===== config.mk =====
export PLATFORM = sky130hd
export DESIGN_NAME = hazard_ctrl_unit_flat
export DESIGN_NICKNAME = d
export VERILOG_FILES = /design/src/rtl/hazard_ctrl_if.sv /design/src/rtl/hazard_ctrl_unit.sv /design/src/flat_wrapper.sv
export SDC_FILE = /design/constraint.sdc
export NUM_CORES = 1
export LEC_CHECK = 0
export CAP_MARGIN = 20
export CORE_UTILIZATION = 39
export CTS_CLUSTER_SIZE = 40
export DETAILED_ROUTE_END_ITERATION = 16
export PLACE_DENSITY = 0.79
export SYNTH_ARGS = -nofsm -noshare
export SYNTH_HDL_FRONTEND = slang
export SYNTH_SLANG_ARGS = --single-unit

===== constraint.sdc =====
create_clock -name clk_i -period 4.3 [get_ports clk_i]
set_clock_uncertainty 0.15 [all_clocks]
set_input_delay 0.86 -clock clk_i [delete_from_list [all_inputs] [get_ports clk_i]]
set_output_delay 0.86 -clock clk_i [all_outputs]
set_load 0.01 [all_outputs]

===== src/rtl/hazard_ctrl_if.sv =====
// Hazard controller bus: ID/EX hazard sources in, pipeline-register modes and PC hold out.
// The pipeline side drives the master modport; the hazard controller uses the slave modport.
interface hazard_ctrl_if #(
    parameter int unsigned REG_ADDR_W = 5
);
    logic [REG_ADDR_W-1:0] id_rs1_i;
    logic [REG_ADDR_W-1:0] id_rs2_i;
    logic                  id_rs1_used_i;
    logic                  id_rs2_used_i;
    logic [REG_ADDR_W-1:0] ex_rd_i;
    logic                  ex_mem_read_i;
    logic                  ex_branch_taken_i;
    logic                  ex_mdu_op_i;
    logic                  dmem_wait_i;
    logic                  pc_stall_o;
    logic [1:0]            if_id_mode_o;
    logic [1:0]            id_ex_mode_o;
    logic [1:0]            ex_mem_mode_o;
    logic [1:0]            mem_wb_mode_o;

    modport master (
        output id_rs1_i, id_rs2_i, id_rs1_used_i, id_rs2_used_i,
        output ex_rd_i, ex_mem_read_i, ex_branch_taken_i, ex_mdu_op_i, dmem_wait_i,
        input  pc_stall_o, if_id_mode_o, id_ex_mode_o, ex_mem_mode_o, mem_wb_mode_o
    );

    modport slave (
        input  id_rs1_i, id_rs2_i, id_rs1_used_i, id_rs2_used_i,
        input  ex_rd_i, ex_mem_read_i, ex_branch_taken_i, ex_mdu_op_i, dmem_wait_i,
        output pc_stall_o, if_id_mode_o, id_ex_mode_o, ex_mem_mode_o, mem_wb_mode_o
    );
endinterface


===== src/rtl/hazard_ctrl_unit.sv =====
// Pipeline hazard controller: load-use bubbles, branch flushes, dmem-wait freezes and
// multi-cycle MDU stalls. Mode outputs are combinational (same-cycle response).
module hazard_ctrl_unit #(
    parameter int unsigned MDU_LATENCY = 4,
    parameter int unsigned REG_ADDR_W  = 5
) (
    input  logic         clk_i,
    input  logic         rst_ni,
    hazard_ctrl_if.slave bus
);
    localparam int unsigned CNT_W     = 4;
    localparam logic [CNT_W-1:0] CNT_INIT = CNT_W'(MDU_LATENCY - 1);
    localparam logic [CNT_W-1:0] CNT_ONE  = CNT_W'(1);
    localparam logic       MDU_MULTI = (MDU_LATENCY > 1);

    localparam logic [1:0] MODE_NORMAL = 2'b00;
    localparam logic [1:0] MODE_FLUSH  = 2'b01;
    localparam logic [1:0] MODE_STALL  = 2'b10;

    typedef enum logic {
        RUN      = 1'b0,
        MDU_WAIT = 1'b1
    } fsm_t;

    fsm_t             fsm, fsm_next;
    logic [CNT_W-1:0] cnt, cnt_next;
    logic             mdu_done, mdu_done_next;

    logic [REG_ADDR_W-1:0] rs1, rs2, rd;
    logic                  rs1_hit, rs2_hit;
    logic                  load_use, mdu_start, mdu_stall;

    assign rs1 = bus.id_rs1_i;
    assign rs2 = bus.id_rs2_i;
    assign rd  = bus.ex_rd_i;

    // Register x0 is hardwired to zero, so a load into it creates no dependency.
    assign rs1_hit  = bus.id_rs1_used_i && (rs1 == rd);
    assign rs2_hit  = bus.id_rs2_used_i && (rs2 == rd);
    assign load_use = bus.ex_mem_read_i && (rd != '0) && (rs1_hit || rs2_hit);

    // mdu_done suppresses a restart while the finished op still sits in EX.
    assign mdu_start = (fsm == RUN) && bus.ex_mdu_op_i && !mdu_done && MDU_MULTI;
    assign mdu_stall = (fsm == MDU_WAIT) || mdu_start;

    always_ff @(posedge clk_i or negedge rst_ni) begin
        if (!rst_ni) begin
            fsm      <= RUN;
            cnt      <= '0;
            mdu_done <= 1'b0;
        end else begin
            fsm      <= fsm_next;
            cnt      <= cnt_next;
            mdu_done <= mdu_done_next;
        end
    end

    // Next-state: everything freezes while data memory is waiting.
    always_comb begin
        fsm_next      = fsm;
        cnt_next      = cnt;
        mdu_done_next = mdu_done;
        if (!bus.dmem_wait_i) begin
            case (fsm)
                RUN: begin
                    mdu_done_next = 1'b0;
                    if (mdu_start) begin
                        fsm_next = MDU_WAIT;
                        cnt_next = CNT_INIT;
                    end
                end
                MDU_WAIT: begin
                    cnt_next = cnt - CNT_ONE;
                    if (cnt == CNT_ONE) begin
                        fsm_next      = RUN;
                        cnt_next      = '0;
                        mdu_done_next = 1'b1;
                    end
                end
                default: begin
                    fsm_next = RUN;
                    cnt_next = '0;
                end
            endcase
        end
    end

    // Output priority: reset, dmem wait, MDU, taken branch, load-use.
    always_comb begin
        bus.pc_stall_o    = 1'b0;
        bus.if_id_mode_o  = MODE_NORMAL;
        bus.id_ex_mode_o  = MODE_NORMAL;
        bus.ex_mem_mode_o = MODE_NORMAL;
        bus.mem_wb_mode_o = MODE_NORMAL;
        if (!rst_ni) begin
            bus.pc_stall_o    = 1'b1;
            bus.if_id_mode_o  = MODE_FLUSH;
            bus.id_ex_mode_o  = MODE_FLUSH;
            bus.ex_mem_mode_o = MODE_FLUSH;
            bus.mem_wb_mode_o = MODE_FLUSH;
        end else if (bus.dmem_wait_i) begin
            bus.pc_stall_o    = 1'b1;
            bus.if_id_mode_o  = MODE_STALL;
            bus.id_ex_mode_o  = MODE_STALL;
            bus.ex_mem_mode_o = MODE_STALL;
            bus.mem_wb_mode_o = MODE_FLUSH;
        end else if (mdu_stall) begin
            bus.pc_stall_o    = 1'b1;
            bus.if_id_mode_o  = MODE_STALL;
            bus.id_ex_mode_o  = MODE_STALL;
            bus.ex_mem_mode_o = MODE_FLUSH;
        end else if (bus.ex_branch_taken_i) begin
            bus.if_id_mode_o  = MODE_FLUSH;
            bus.id_ex_mode_o  = MODE_FLUSH;
        end else if (load_use) begin
            bus.pc_stall_o    = 1'b1;
            bus.if_id_mode_o  = MODE_STALL;
            bus.id_ex_mode_o  = MODE_FLUSH;
        end
    end
endmodule


===== src/flat_wrapper.sv =====
// flat-port wrapper written by rule: the top's interface ports become plain ports
module hazard_ctrl_unit_flat 
#(
    parameter int unsigned MDU_LATENCY = 4,
    parameter int unsigned REG_ADDR_W  = 5
)
  (clk_i, rst_ni, bus_id_rs1_i, bus_id_rs2_i, bus_id_rs1_used_i, bus_id_rs2_used_i, bus_ex_rd_i, bus_ex_mem_read_i, bus_ex_branch_taken_i, bus_ex_mdu_op_i, bus_dmem_wait_i, bus_pc_stall_o, bus_if_id_mode_o, bus_id_ex_mode_o, bus_ex_mem_mode_o, bus_mem_wb_mode_o);
  hazard_ctrl_if #(.REG_ADDR_W(REG_ADDR_W)) bus_i ();
  input  logic clk_i;
  input  logic rst_ni;
  input wire logic [$bits(bus_i.id_rs1_i)-1:0] bus_id_rs1_i;
  input wire logic [$bits(bus_i.id_rs2_i)-1:0] bus_id_rs2_i;
  input wire logic [$bits(bus_i.id_rs1_used_i)-1:0] bus_id_rs1_used_i;
  input wire logic [$bits(bus_i.id_rs2_used_i)-1:0] bus_id_rs2_used_i;
  input wire logic [$bits(bus_i.ex_rd_i)-1:0] bus_ex_rd_i;
  input wire logic [$bits(bus_i.ex_mem_read_i)-1:0] bus_ex_mem_read_i;
  input wire logic [$bits(bus_i.ex_branch_taken_i)-1:0] bus_ex_branch_taken_i;
  input wire logic [$bits(bus_i.ex_mdu_op_i)-1:0] bus_ex_mdu_op_i;
  input wire logic [$bits(bus_i.dmem_wait_i)-1:0] bus_dmem_wait_i;
  output wire logic [$bits(bus_i.pc_stall_o)-1:0] bus_pc_stall_o;
  output wire logic [$bits(bus_i.if_id_mode_o)-1:0] bus_if_id_mode_o;
  output wire logic [$bits(bus_i.id_ex_mode_o)-1:0] bus_id_ex_mode_o;
  output wire logic [$bits(bus_i.ex_mem_mode_o)-1:0] bus_ex_mem_mode_o;
  output wire logic [$bits(bus_i.mem_wb_mode_o)-1:0] bus_mem_wb_mode_o;
  assign bus_i.id_rs1_i = bus_id_rs1_i;
  assign bus_i.id_rs2_i = bus_id_rs2_i;
  assign bus_i.id_rs1_used_i = bus_id_rs1_used_i;
  assign bus_i.id_rs2_used_i = bus_id_rs2_used_i;
  assign bus_i.ex_rd_i = bus_ex_rd_i;
  assign bus_i.ex_mem_read_i = bus_ex_mem_read_i;
  assign bus_i.ex_branch_taken_i = bus_ex_branch_taken_i;
  assign bus_i.ex_mdu_op_i = bus_ex_mdu_op_i;
  assign bus_i.dmem_wait_i = bus_dmem_wait_i;
  assign bus_pc_stall_o = bus_i.pc_stall_o;
  assign bus_if_id_mode_o = bus_i.if_id_mode_o;
  assign bus_id_ex_mode_o = bus_i.id_ex_mode_o;
  assign bus_ex_mem_mode_o = bus_i.ex_mem_mode_o;
  assign bus_mem_wb_mode_o = bus_i.mem_wb_mode_o;
  hazard_ctrl_unit #(.MDU_LATENCY(MDU_LATENCY), .REG_ADDR_W(REG_ADDR_W)) u_core (.clk_i(clk_i), .rst_ni(rst_ni), .bus(bus_i));
endmodule

==> results of run 1 <==
## critical path: stages
cell and delay (ps):
clkdlybuf4s50_1 460, xor2_1 180, nor4_1 290, a32oi_1 200, o311ai_1 280, clkdlybuf4s50_1 580
## layout make-up
cell class,count,share of cell area (%)
tap,15,2.092
sequential,6,16.74
clock buffer,3,2.510
timing repair buffer,32,35.15
multi-input combinational,54,41.84
inverter,4,1.674
## layer usage
layer	GRT usage [%]	vias to the layer above
met4	7.759	0
li1	-	297
met3	3.409	4
met5	0	-
met2	36.89	17
met1	24.91	269
## cells in the final DEF, fill, tap and decap left out, drive strengths merged, types with 3 or more instances in the layout
| cell | count |
|---|---|
| clkdlybuf4s50 | 30 |
| dfrtp | 6 |
| clkbuf | 3 |
| o22ai | 3 |
| o21ai | 3 |
| nand2 | 3 |
| inv | 4 |
| nor4 | 3 |
| nor2 | 9 |
| xor2 | 8 |
## logic make-up after synthesis
group                      synth area share (%)
adders and majority gates                 4.484
AOI/OAI and AO/OA                         19.28
other                                    0.6720
xor gates and xnor gates                  15.70
DFF                                       26.91
buffers and inverters                     5.828
and+or+nand+nor                           27.13
## worst paths after layout
kind	startpoint	to	slack (ps)	depth (start not counted)
worst max-delay path	bus_ex_rd_i[4]	bus_pc_stall_o	440	6
worst min-delay path	u_core.mdu_done	u_core.mdu_done	360	2
worst max register to register	u_core.cnt[1]	u_core.cnt[2]	2460	6
worst min register to register	u_core.mdu_done	u_core.mdu_done	360	2
max in group asynchronous	rst_ni	u_core.fsm	3080	2
min in group asynchronous	rst_ni	u_core.cnt[2]	780	2
## sequential cells by signal (all words and copies together), names as in the netlist
name	flops
u_core.mdu_done	1
u_core.fsm	1
u_core.cnt	4
## per-stage QoR
| stage | hold WS [ps] | worst slack, ps | std cells |
|---|---|---|---|
| 2_1_floorplan | 323.6 | 1448 | 67 |
| 3_3_place_gp | 338.0 | 490.0 | 111 |
| 3_5_place_dp | 353.6 | 442.3 | 111 |
| 4_1_cts | 363.8 | 433.9 | 114 |
| 5_1_grt | 382.3 | 343.2 | 114 |
| 6_report | 359.3 | 435.9 | 114 |
## power groups by stage
stage | clock, W | sequential [W] | combinational (W)
2_1_floorplan | 0 | 0.0000977 | 0.000119
3_3_place_gp | 0 | 0.000111 | 0.000162
6_report | 0.0000524 | 0.000112 | 0.000170
5_1_grt | 0.0000566 | 0.000116 | 0.000188
4_1_cts | 0.0000543 | 0.000112 | 0.000170
3_5_place_dp | 0 | 0.000112 | 0.000169
==> results.sh, run 1 <==
export IMPL_status="finished, final reports clean"
export IMPL_hp_class="flip-flop to flip-flop"
export IMPL_synth_common_cells="nor2_1 (9), xor2_1 (8), dfrtp_1 (6)"
export IMPL_synth_nets=92
export IMPL_maxCapViolations=0
export IMPL_critical_path_arrival_ps=2850
export IMPL_clk_path_buf_depth=2
export IMPL_combPwrFrac_pct=50.8
export IMPL_fp_dieH_um=39.83
export IMPL_syn2layout_area_growth_pct=60.76
export IMPL_fp_dieW_um=39.83
export IMPL_via_count=587
export IMPL_ys_flop_type="dfrtp_1"
export IMPL_synth_async_reset_ratio_pct=100.0
export IMPL_drt_met1_wl_um=605
export IMPL_worstPathRequired_ps=3290
export IMPL_intPower_w=0.0002079
export IMPL_synth_warnings=0
export IMPL_final_max_slew_violation_count=0
export IMPL_drt_wirelength_per_cell_um=12.20
export IMPL_period_share_pct=89.86
export IMPL_viasPerCell=5.149
export IMPL_multi_input_area_um2=375.4
export IMPL_synthTopCellsByArea="dfrtp_1 (27%), xor2_1 (13%), nor2_1 (6.1%)"
export IMPL_setup_viol=0
export IMPL_mappedNetlistArea_um2=558.0
export IMPL_clk_pin_slew_ps=40
export IMPL_grt_max_degree=13
export IMPL_power_density_mw_per_mm2=373.2
export IMPL_ir_drop_mv=0.2081
export IMPL_drc=0
export IMPL_finalCriticalPeriod_ps=3864
export IMPL_antenna_cells=0
export IMPL_yosysMostFrequentCell="nor2_1"
export IMPL_post_route_util_pct=68.09
export IMPL_finalHoldViolations=0
export IMPL_synth_edff_count=0
export IMPL_swShare_pct=37.89
export IMPL_hpwl_mm=1.188
export IMPL_antenna_found_initial=0
export IMPL_hold_buffers=0
export IMPL_ant_nets=0
export IMPL_seqCellArea_um2=150.1
export IMPL_p_clk_share_pct=15.6
export IMPL_routabilityCongestion=0.7811
export IMPL_port_buffers=30
export IMPL_grtUsageTotal_pct=20.95
export IMPL_tns_ps=0
export IMPL_synth_distinct_cells=33
export IMPL_grt_pass1_wl_mm=2.125
export IMPL_synth_ff_latch_count=6
export IMPL_dpl_cell_area_um2=874.6
export IMPL_clockRootBuffer="clkbuf_4"
export IMPL_seqPwrFrac_pct=33.6
export IMPL_cts_resized=0
export IMPL_cts_tree="built"
export IMPL_core_area_mm2=0.001318
export IMPL_grt_pass1_vias=481
export IMPL_end_kind="output port"
export IMPL_cts_buffers=3
export IMPL_first_pass_iters=4
export IMPL_cts_setup_buffers=0
export IMPL_critPathKind="input pin to output port"
export IMPL_critPathLaunchType="input pin"
export IMPL_leakagePower_nw=0.3860
export IMPL_die_area_mm2=0.001586
export IMPL_cts_sinks=6
export IMPL_grt_overflow_total=0
export IMPL_route_met3_wl_um=51
export IMPL_wl_met2_um=715
export IMPL_maxUsedRoutingLayer="met4"
export IMPL_synth_seq_area_share_pct=26.91
export IMPL_wirelength_mm=1.391
export IMPL_synth_top_area_share_pct=26.91
export IMPL_syn_inst=67
export IMPL_rsz0062_at_grt="false"
export IMPL_drive_gt1_share_pct=8.081
export IMPL_start_util_pct=42.36
export IMPL_post_route_cell_area_um2=897.1
export IMPL_syn_avg_cell_area_um2=8.329
export IMPL_power_total_w=0.0003348
export IMPL_p_switching_w=0.0001268
export IMPL_synth_top_area_cell="dfrtp_1"
export IMPL_final_nets=126
export IMPL_clk_latency_ps=250
export IMPL_path_max_fanout=3
export IMPL_fmax_mhz=258.8
export IMPL_filler_cell_count=120
export IMPL_drt_iter0_markers=12
export IMPL_pin_count=32
export IMPL_rows=13
export IMPL_cts_htree_levels=1
No activity file was read; power rests on OpenSTA's default activity.
==> run 2, diff against run 1 <==
- GPL_TIMING_DRIVEN: not set -> 0
==> run 2 against run 1 <==
  * Register-to-register slack is essentially flat
  * Cell count grew 0.88%
  * Count of clock-buffer cells in the layout is the same
  * Power grew 1.2%
  * Wire length shrank 5.2%
  * Highest routed layer unchanged
  * Utilization grew 0.19 points
  * Largest cell class unchanged
  * Via count shrank 3.2%
  * Critical path type unchanged
  * Sequential share of layout area is essentially flat
  * Setup slack lost 94 ps
  * First-iteration DRC count shrank 17%
  * Sequential power shrank 8%
  * Critical endpoint unchanged
==> results.sh, run 2 (synthesis gave the netlist of run 1 again) <==
export IMPL_hpwl_mm=1.108
export IMPL_final_max_slew_violation_count=0
export IMPL_largest_register="u_core.cnt"
export IMPL_clk_latency_ps=250
export IMPL_routabilityCongestion=0.7014
export IMPL_grt_max_degree=14
export IMPL_regToRegStartpoint="u_core.cnt[1]"
export IMPL_rrSetupSlack_ps=2460
export IMPL_cts_tree="built"
export IMPL_cp_cell_sequence="clkdlybuf4s50_1 -> xor2_1 -> nor4_1 -> a32oi_1 -> o311ai_1 -> clkdlybuf4s50_1"
export IMPL_grtUsageTotal_pct=20.35
export IMPL_critPathLaunchType="input pin"
export IMPL_hold_worst_slack_ps=365.7
export IMPL_fp_dieW_um=39.83
export IMPL_post_route_cell_area_um2=899.6
export IMPL_maxCapViolations=0
export IMPL_cpLargestDelayFamily="buffers and inverters"
export IMPL_critical_path_arrival_ps=2950
export IMPL_via_count=568
export IMPL_leakagePower_nw=0.3902
export IMPL_cp_endpoint="bus_pc_stall_o"
export IMPL_period_share_pct=92.06
export IMPL_dpl_cell_area_um2=877.1
export IMPL_first_pass_iters=4
export IMPL_drt_iter0_markers=10
export IMPL_port_buffers=30
export IMPL_r2r_end="u_core.cnt[2]"
export IMPL_fp_dieH_um=39.83
export IMPL_critPathKind="input pin to output port"
export IMPL_rsz0062_at_grt="false"
export IMPL_largest_register_ffs=4
export IMPL_syn2layout_area_growth_pct=61.21
export IMPL_path_max_fanout=3
export IMPL_drt_wirelength_per_cell_um=11.46
export IMPL_post_route_util_pct=68.28
export IMPL_drc=0
export IMPL_clockRootBuffer="clkbuf_4"
export IMPL_pin_count=32
export IMPL_crit_buf_inv=2
export IMPL_reg_top3="u_core.cnt x4, u_core.fsm x1, u_core.mdu_done x1"
export IMPL_grt_pass1_vias=481
export IMPL_ir_drop_mv=0.2688
export IMPL_setup_viol=0
export IMPL_antenna_cells=0
export IMPL_hp_class="flip-flop to flip-flop"
export IMPL_cts_htree_levels=1
export IMPL_grt_pass1_wl_mm=2.076
export IMPL_reg2reg_depth=6
export IMPL_mostFrequentLayoutCell="clkdlybuf4s50_1"
export IMPL_cp_num_cells=6
export IMPL_antenna_found_initial=0
export IMPL_power_total_w=0.0003389
export IMPL_finalCriticalPeriod_ps=3958
export IMPL_cts_setup_buffers=0
export IMPL_cts_sinks=6
export IMPL_die_area_mm2=0.001586
export IMPL_status="finished, final reports clean"
export IMPL_hold_buffers=0
export IMPL_drive_gt1_share_pct=9.000
export IMPL_worstPathRequired_ps=3290
export IMPL_grt_overflow_total=0
export IMPL_cts_resized=0
export IMPL_wirelength_mm=1.318
export IMPL_finalHoldViolations=0
export IMPL_filler_cell_count=110
export IMPL_cp_slowest_stage_delay_ps=580
export IMPL_cts_buffers=3
export IMPL_clk_path_buf_depth=2
export IMPL_power_density_mw_per_mm2=376.8
export IMPL_tns_ps=0
export IMPL_ant_nets=0
export IMPL_critPathLaunch="bus_ex_rd_i[0]"
export IMPL_slowest_stage="clkdlybuf4s50_1"
export IMPL_rows=13
export IMPL_crit_top_cell="clkdlybuf4s50_1"
export IMPL_core_area_mm2=0.001318
export IMPL_start_util_pct=42.36
export IMPL_clk_pin_slew_ps=50
export IMPL_viasPerCell=4.939
export IMPL_mostFrequentLayoutCells="clkdlybuf4s50_1 (30), nor2_1 (9), xor2_1 (8), dfrtp_1 (6), inv_1 (4)"
export IMPL_final_nets=127
export IMPL_end_kind="output port"
export IMPL_fmax_mhz=252.6
==> run 2: cell types whose count changed in the layout (fill, tap and decap cells not counted) <==
| cell | delta |
|---|---|
| buf_2 | +1 |
| buf_4 | -1 |
| clkbuf_2 | +1 |
==> run 2: metrics by stage <==
step / std cells / setup WS, ps
after floorplan: 67 / 1448
after global placement: 112 / 412.4
after detailed placement: 112 / 385.0
after CTS: 115 / 376.2
after global routing: 115 / 216.4
final: 115 / 341.6
==> run 2: tightest hold or removal path, delay by kind of cell (launching register included) <==
kind             cells  cell delay, ps
flip-flops           1             330
AND/OR/NAND/NOR      2             140
==> run 2: worst min path at each step <==
stage | start | endpoint | slack (ps) | cells after the start
2_1_floorplan | u_core.mdu_done | u_core.mdu_done | 320 | 2
3_3_place_gp | u_core.mdu_done | u_core.mdu_done | 340 | 2
3_5_place_dp | u_core.mdu_done | u_core.mdu_done | 350 | 2
4_1_cts | u_core.mdu_done | u_core.mdu_done | 360 | 2
5_1_grt | u_core.mdu_done | u_core.mdu_done | 380 | 2
6_report | u_core.mdu_done | u_core.mdu_done | 370 | 2
==> run 2: area by class of cell <==
| class | instances | area, um^2 | share of cell area (%) |
|---|---|---|---|
| inverters | 4 | 15.01 | 1.669 |
| plain buffers | 3 | 17.52 | 1.947 |
| clock buffers | 3 | 22.52 | 2.503 |
| repair buffers | 30 | 300.3 | 33.38 |
| flip-flops and latches | 6 | 150.1 | 16.69 |
| multi-input cells | 54 | 375.4 | 41.72 |
| well taps | 15 | 18.77 | 2.086 |
==> run 2: metal layers <==
metal	GRT usage (%)	wire length (um)	vias to the layer above
li1	-	-	302
met1	24.83	631	253
met2	32.38	628	11
met3	5.114	44	2
met4	10.34	12	0
met5	0	0	-
==> run 2: power breakdown <==
group / total (W) / internal [W] / switching, W / leakage (nW)
sequential: 0.000103 / 0.0000834 / 0.0000199 / 0.0742
clock: 0.0000562 / 0.0000319 / 0.0000243 / 0.0138
combinational: 0.000179 / 0.0000949 / 0.0000846 / 0.302
total: 0.000339 / 0.000210 / 0.000129 / 0.390
